[src/rtl/pipeline_pkg.sv]
// Shared pipeline encodings and hazard-tracking tag types.
package pipeline_pkg;

    localparam int unsigned REG_W = 5;

    typedef logic [REG_W-1:0] reg_idx_t;

    typedef enum logic [1:0] {
        RES_ALU = 2'b00,
        RES_MEM = 2'b01,
        RES_PC4 = 2'b10
    } res_src_e;

    typedef enum logic [1:0] {
        FWD_RF = 2'b00,
        FWD_W  = 2'b01,
        FWD_M  = 2'b10
    } fwd_sel_e;

    typedef struct packed {
        reg_idx_t rs1;
        reg_idx_t rs2;
        reg_idx_t rd;
        logic     regwrite;
        logic     isload;
    } e_tag_t;

    typedef struct packed {
        reg_idx_t rd;
        logic     regwrite;
    } wb_tag_t;

    // Memory stage wins over Writeback; x0 is never a forwarding source.
    function automatic fwd_sel_e fwd_select(input reg_idx_t rs, input wb_tag_t m, input wb_tag_t w);
        fwd_sel_e sel;
        sel = FWD_RF;
        if (m.regwrite && (m.rd != '0) && (m.rd == rs)) begin
            sel = FWD_M;
        end else if (w.regwrite && (w.rd != '0) && (w.rd == rs)) begin
            sel = FWD_W;
        end
        return sel;
    endfunction

endpackage

[src/rtl/sat_counter.sv]
// Event counter that sticks at its all-ones value instead of wrapping.
module sat_counter #(
    parameter int unsigned W = 16
) (
    input  logic         clk,
    input  logic         reset,
    input  logic         inc,
    output logic [W-1:0] count
);

    always_ff @(posedge clk) begin
        if (reset) begin
            count <= '0;
        end else if (inc && (count != {W{1'b1}})) begin
            count <= count + W'(1);
        end
    end

endmodule

[src/rtl/hazard_ctrl.sv]
// Five-stage pipeline hazard unit: load-use stall, branch flush, E-stage
// operand forwarding, and saturating stall/flush event counters.
module hazard_ctrl
    import pipeline_pkg::*;
#(
    parameter int unsigned CNT_W = 16
) (
    input  logic             clk,
    input  logic             reset,
    input  logic [4:0]       Rs1D,
    input  logic [4:0]       Rs2D,
    input  logic [4:0]       RdD,
    input  logic             RegWriteD,
    input  logic [1:0]       ResultSrcD,
    input  logic             PCSrcE,
    output logic             StallF,
    output logic             StallD,
    output logic             FlushD,
    output logic             FlushE,
    output logic [1:0]       ForwardAE,
    output logic [1:0]       ForwardBE,
    output logic [CNT_W-1:0] StallCount,
    output logic [CNT_W-1:0] FlushCount
);

    e_tag_t  tag_e;
    wb_tag_t tag_m;
    wb_tag_t tag_w;
    e_tag_t  tag_d;
    logic    lw_stall;

    // Reset masks the tags so nothing stale leaks out while it is held.
    always_comb begin
        tag_d    = '{rs1: Rs1D, rs2: Rs2D, rd: RdD,
                     regwrite: RegWriteD, isload: (ResultSrcD == RES_MEM)};
        lw_stall = ~reset & tag_e.isload & tag_e.regwrite & (tag_e.rd != '0)
                 & ((Rs1D == tag_e.rd) | (Rs2D == tag_e.rd));

        StallF    = lw_stall & ~PCSrcE;
        StallD    = lw_stall & ~PCSrcE;
        FlushD    = PCSrcE;
        FlushE    = lw_stall | PCSrcE;
        ForwardAE = FWD_RF;
        ForwardBE = FWD_RF;
        if (!reset) begin
            ForwardAE = fwd_select(tag_e.rs1, tag_m, tag_w);
            ForwardBE = fwd_select(tag_e.rs2, tag_m, tag_w);
        end
    end

    // Tags mirror the E/M/W pipeline registers; a flushed E slot becomes a bubble.
    always_ff @(posedge clk) begin
        if (reset) begin
            tag_e <= '0;
            tag_m <= '0;
            tag_w <= '0;
        end else begin
            tag_e <= FlushE ? e_tag_t'('0) : tag_d;
            tag_m <= '{rd: tag_e.rd, regwrite: tag_e.regwrite};
            tag_w <= tag_m;
        end
    end

    sat_counter #(.W(CNT_W)) u_stall_cnt (
        .clk   (clk),
        .reset (reset),
        .inc   (StallD),
        .count (StallCount)
    );

    sat_counter #(.W(CNT_W)) u_flush_cnt (
        .clk   (clk),
        .reset (reset),
        .inc   (FlushD),
        .count (FlushCount)
    );

endmodule

[config.mk]
export PLATFORM = sky130hd
export DESIGN_NAME = hazard_ctrl
export DESIGN_NICKNAME = d
export VERILOG_FILES = /design/src/rtl/pipeline_pkg.sv /design/src/rtl/sat_counter.sv /design/src/rtl/hazard_ctrl.sv
export SDC_FILE = /design/constraint.sdc
export NUM_CORES = 1
export LEC_CHECK = 0
export CAP_MARGIN = 10
export CELL_PAD_IN_SITES_DETAIL_PLACEMENT = 1
export CELL_PAD_IN_SITES_GLOBAL_PLACEMENT = 2
export CORE_MARGIN = 2
export CORE_UTILIZATION = 33
export CTS_CLUSTER_DIAMETER = 200
export DETAILED_ROUTE_END_ITERATION = 16
export MAX_ROUTING_LAYER = met4
export PLACE_DENSITY_LB_ADDON = 0.1
export SLEW_MARGIN = 20
export SYNTH_ARGS = -nofsm -noshare
export SYNTH_HDL_FRONTEND = slang
export SYNTH_SLANG_ARGS = --single-unit
export TNS_END_PERCENT = 10
[constraint.sdc]
create_clock -name clk -period 6.62 [get_ports clk]
set_input_delay 1.655 -clock clk [delete_from_list [all_inputs] [get_ports clk]]
set_output_delay 1.655 -clock clk [all_outputs]
set_load 0.01 [all_outputs]
==> impl_metrics.yaml <==
outcome:
  outcome: "finished clean"
clock_tree:
  postCtsHoldBufs: 0
  clockBufferDepth: 2
  cts-htree-levels: 3
  cts_root_buffer: "clkbuf_8"
  ctsResizeCount: 0
  cts_buffers: 9
  clk_pin_slew_ps: 80
  clock_sinks: 61
  cts_tree: "done"
  post_cts_buffers: 0
  insertion_delay_ps: 340
pwr:
  irDropWorstVdd_mv: 0.0997
  power_mw: 0.773
  pwr_density_cell_mw_per_mm2: 201
  p_leak_nw: 1.36
setup_path:
  crit_required_ps: 4970
  crit_fanout: 3
  path_class: "primary input to output pin"
  cp.arrival_ps: 3520
  worstSetupStartpointType: "primary input"
  cp-end-kind: "output pin"
synthesis:
  syn_area_mm2: 0.00296
  yosys.area_share.simple_pct: 30.5
  synth_warnings: 0
  synthArstFlopShare_pct: 0
  synth_fp_nets: 351
  ys_types: 51
  synth_top_family_by_area: "simple AND/OR/NAND/NOR gates"
  yosys.area_share.xor_xnor_pct: 10.9
  synth_top_flop_cell: "dfxtp_1"
  syn_inst: 328
  yosysSeqAreaShare_pct: 41.2
  synth_mux_area_share_pct: 2.20
  synth-compound-area-share_pct: 11.2
  avgSynthCellArea_um2: 9.03
  synth_edf_count: 0
  ys_ff_latch: 61
  synth_fa_ha_area_share_pct: 0.845
global_route:
  grt_overflow: 0
  grt_max_degree: 51
  grt_pass1_wl_mm: 13.8
  grt_util_all_layers_pct: 18.0
  grt_pass1_vias: 2762
  antenna_found_initial: 0
route:
  wl_met2_mm: 3.73
  highest-signal-layer: "met4"
  initialDrtViolationCount: 58
  vias: 2587
  vias_per_cell: 5.18
  wirelength_met1_mm: 3.98
  drc: 0
  antenna_left: 0
  wl_mm: 8.02
  met3WireLength_um: 188
  avgRoutedWirePerCell_um: 16.1
  first_pass_iters: 4
cells_and_area:
  drive_above_1_share_pct: 6.91
  nNetsFinal: 409
  final_common_cell: "dfxtp_1"
  final_cell_mix: "61 x dfxtp_1, 59 x clkdlybuf4s50_1, 29 x nor2_1"
  area_growth_pct: 29.5
  finish.utilization_pct: 44.0
  diodes: 0
timing:
  relSlewSlack_pct: 58.9
  fin_setup_tns_ps: 0
  setup_violations: 0
  worst_pin_slew_ps: 609
  min_period_ps: 5170
  rsz0062_at_grt: "false"
  clock_skew_ps: 10.7
  drv_slew: 0
  fmax_ghz: 0.193
  min_period_over_period_pct: 78.1
  hold_viol_final: 0
floorplan:
  initial_core_util_pct: 34.0
  die_area_mm2: 0.00975
  rows: 34
  pin_count: 61
  die_w_um: 98.7
  die_h_um: 98.7
  coreArea_mm2: 0.00872
place:
  place_hpwl_mm: 5.77
  gp_congestion: 0.780
  portBuffers: 60
hold_path:
  hold_path_class: "flop to flop"
job:
  maxCapViolations: 0
==> worst max-delay path, cell delays in order <==
cell and delay (ps):
clkdlybuf4s50_1 460, xor2_1 160, nor3_1 190, a22oi_1 200, nor3_1 260, clkdlybuf4s50_1 580
==> metrics by stage <==
step           hold WS (ps)  setup slack [ps]  instances  area (µm²)
2_1_floorplan           434              1950        328        2960
3_5_place_dp            471              1420        483        3640
5_1_grt                 489              1270        499        3840
4_1_cts                 473              1380        499        3840
3_3_place_gp            470              1470        483        3640
6_report                470              1450        499        3840
==> flip-flops by register name (all words and copies together) (netlist names) <==
name	flops
tag_e	17
tag_w	6
tag_m	6
u_flush_cnt.count	16
u_stall_cnt.count	16
==> metal layers <==
layer	GRT usage, %	vias up
met4	5.69	0
met5	-	-
met1	23.2	1229
li1	-	1304
met2	28.3	46
met3	4.11	8
==> final cells by class <==
cell class	count	area [µm²]
Clock buffer	9	124
Sequential cell	61	1220
Inverter	4	15.0
Timing Repair Buffer	63	618
Tap cell	108	135
Multi-Input combinational cell	247	1650
Clock inverter	7	75.1
Fill cell	1025	4880
==> cell families after synthesis <==
family                     count (synthesis)
and+or+nand+nor                          154
DFF                                       61
AOI/OAI and AO/OA                         48
xor gates and xnor gates                  37
buffers and inverters                     20
muxes                                      6
adders and majority gates                  2
==> cell usage after synthesis, types with 3 or more instances <==
library cell / n / area share [%]
a21oi_1: 14 / 2.4
dfxtp_1: 61 / 41
nor4_1: 8 / 1.7
nor2_1: 29 / 3.7
xor2_1: 21 / 6.2
xnor2_1: 16 / 4.7
clkbuf_1: 11 / 1.4
or3_1: 4 / 0.84
a311oi_1: 4 / 1.2
nor2b_1: 16 / 3.4
nand4_1: 7 / 1.5
o21ai_0: 4 / 0.68
inv_1: 4 / 0.51
and3_1: 3 / 0.63
nor3_1: 11 / 1.9
and2_1: 16 / 3.4
or4_1: 13 / 3.3
nand2_1: 17 / 2.2
and4_1: 3 / 0.89
o31ai_1: 9 / 2.3
nand3_1: 11 / 1.9
mux2_1: 4 / 1.5
==> worst paths after layout <==
path / start / end / slack (ps) / cells past startpoint
hold reg to reg: tag_m[0] / tag_w[0] / 470 / 1
hold / removal: tag_m[0] / tag_w[0] / 470 / 1
setup / recovery: Rs2D[2] / StallD / 1450 / 6
setup reg to reg: tag_e[4] / tag_e[0] / 4380 / 6
==> where the power goes <==
group | total, mW | switching (mW) | internal, mW
combinational | 0.0555 | 0.0272 | 0.0283
clock | 0.335 | 0.160 | 0.175
sequential | 0.382 | 0.00786 | 0.374
total | 0.773 | 0.196 | 0.577
Power figures use the tool's default switching activity.
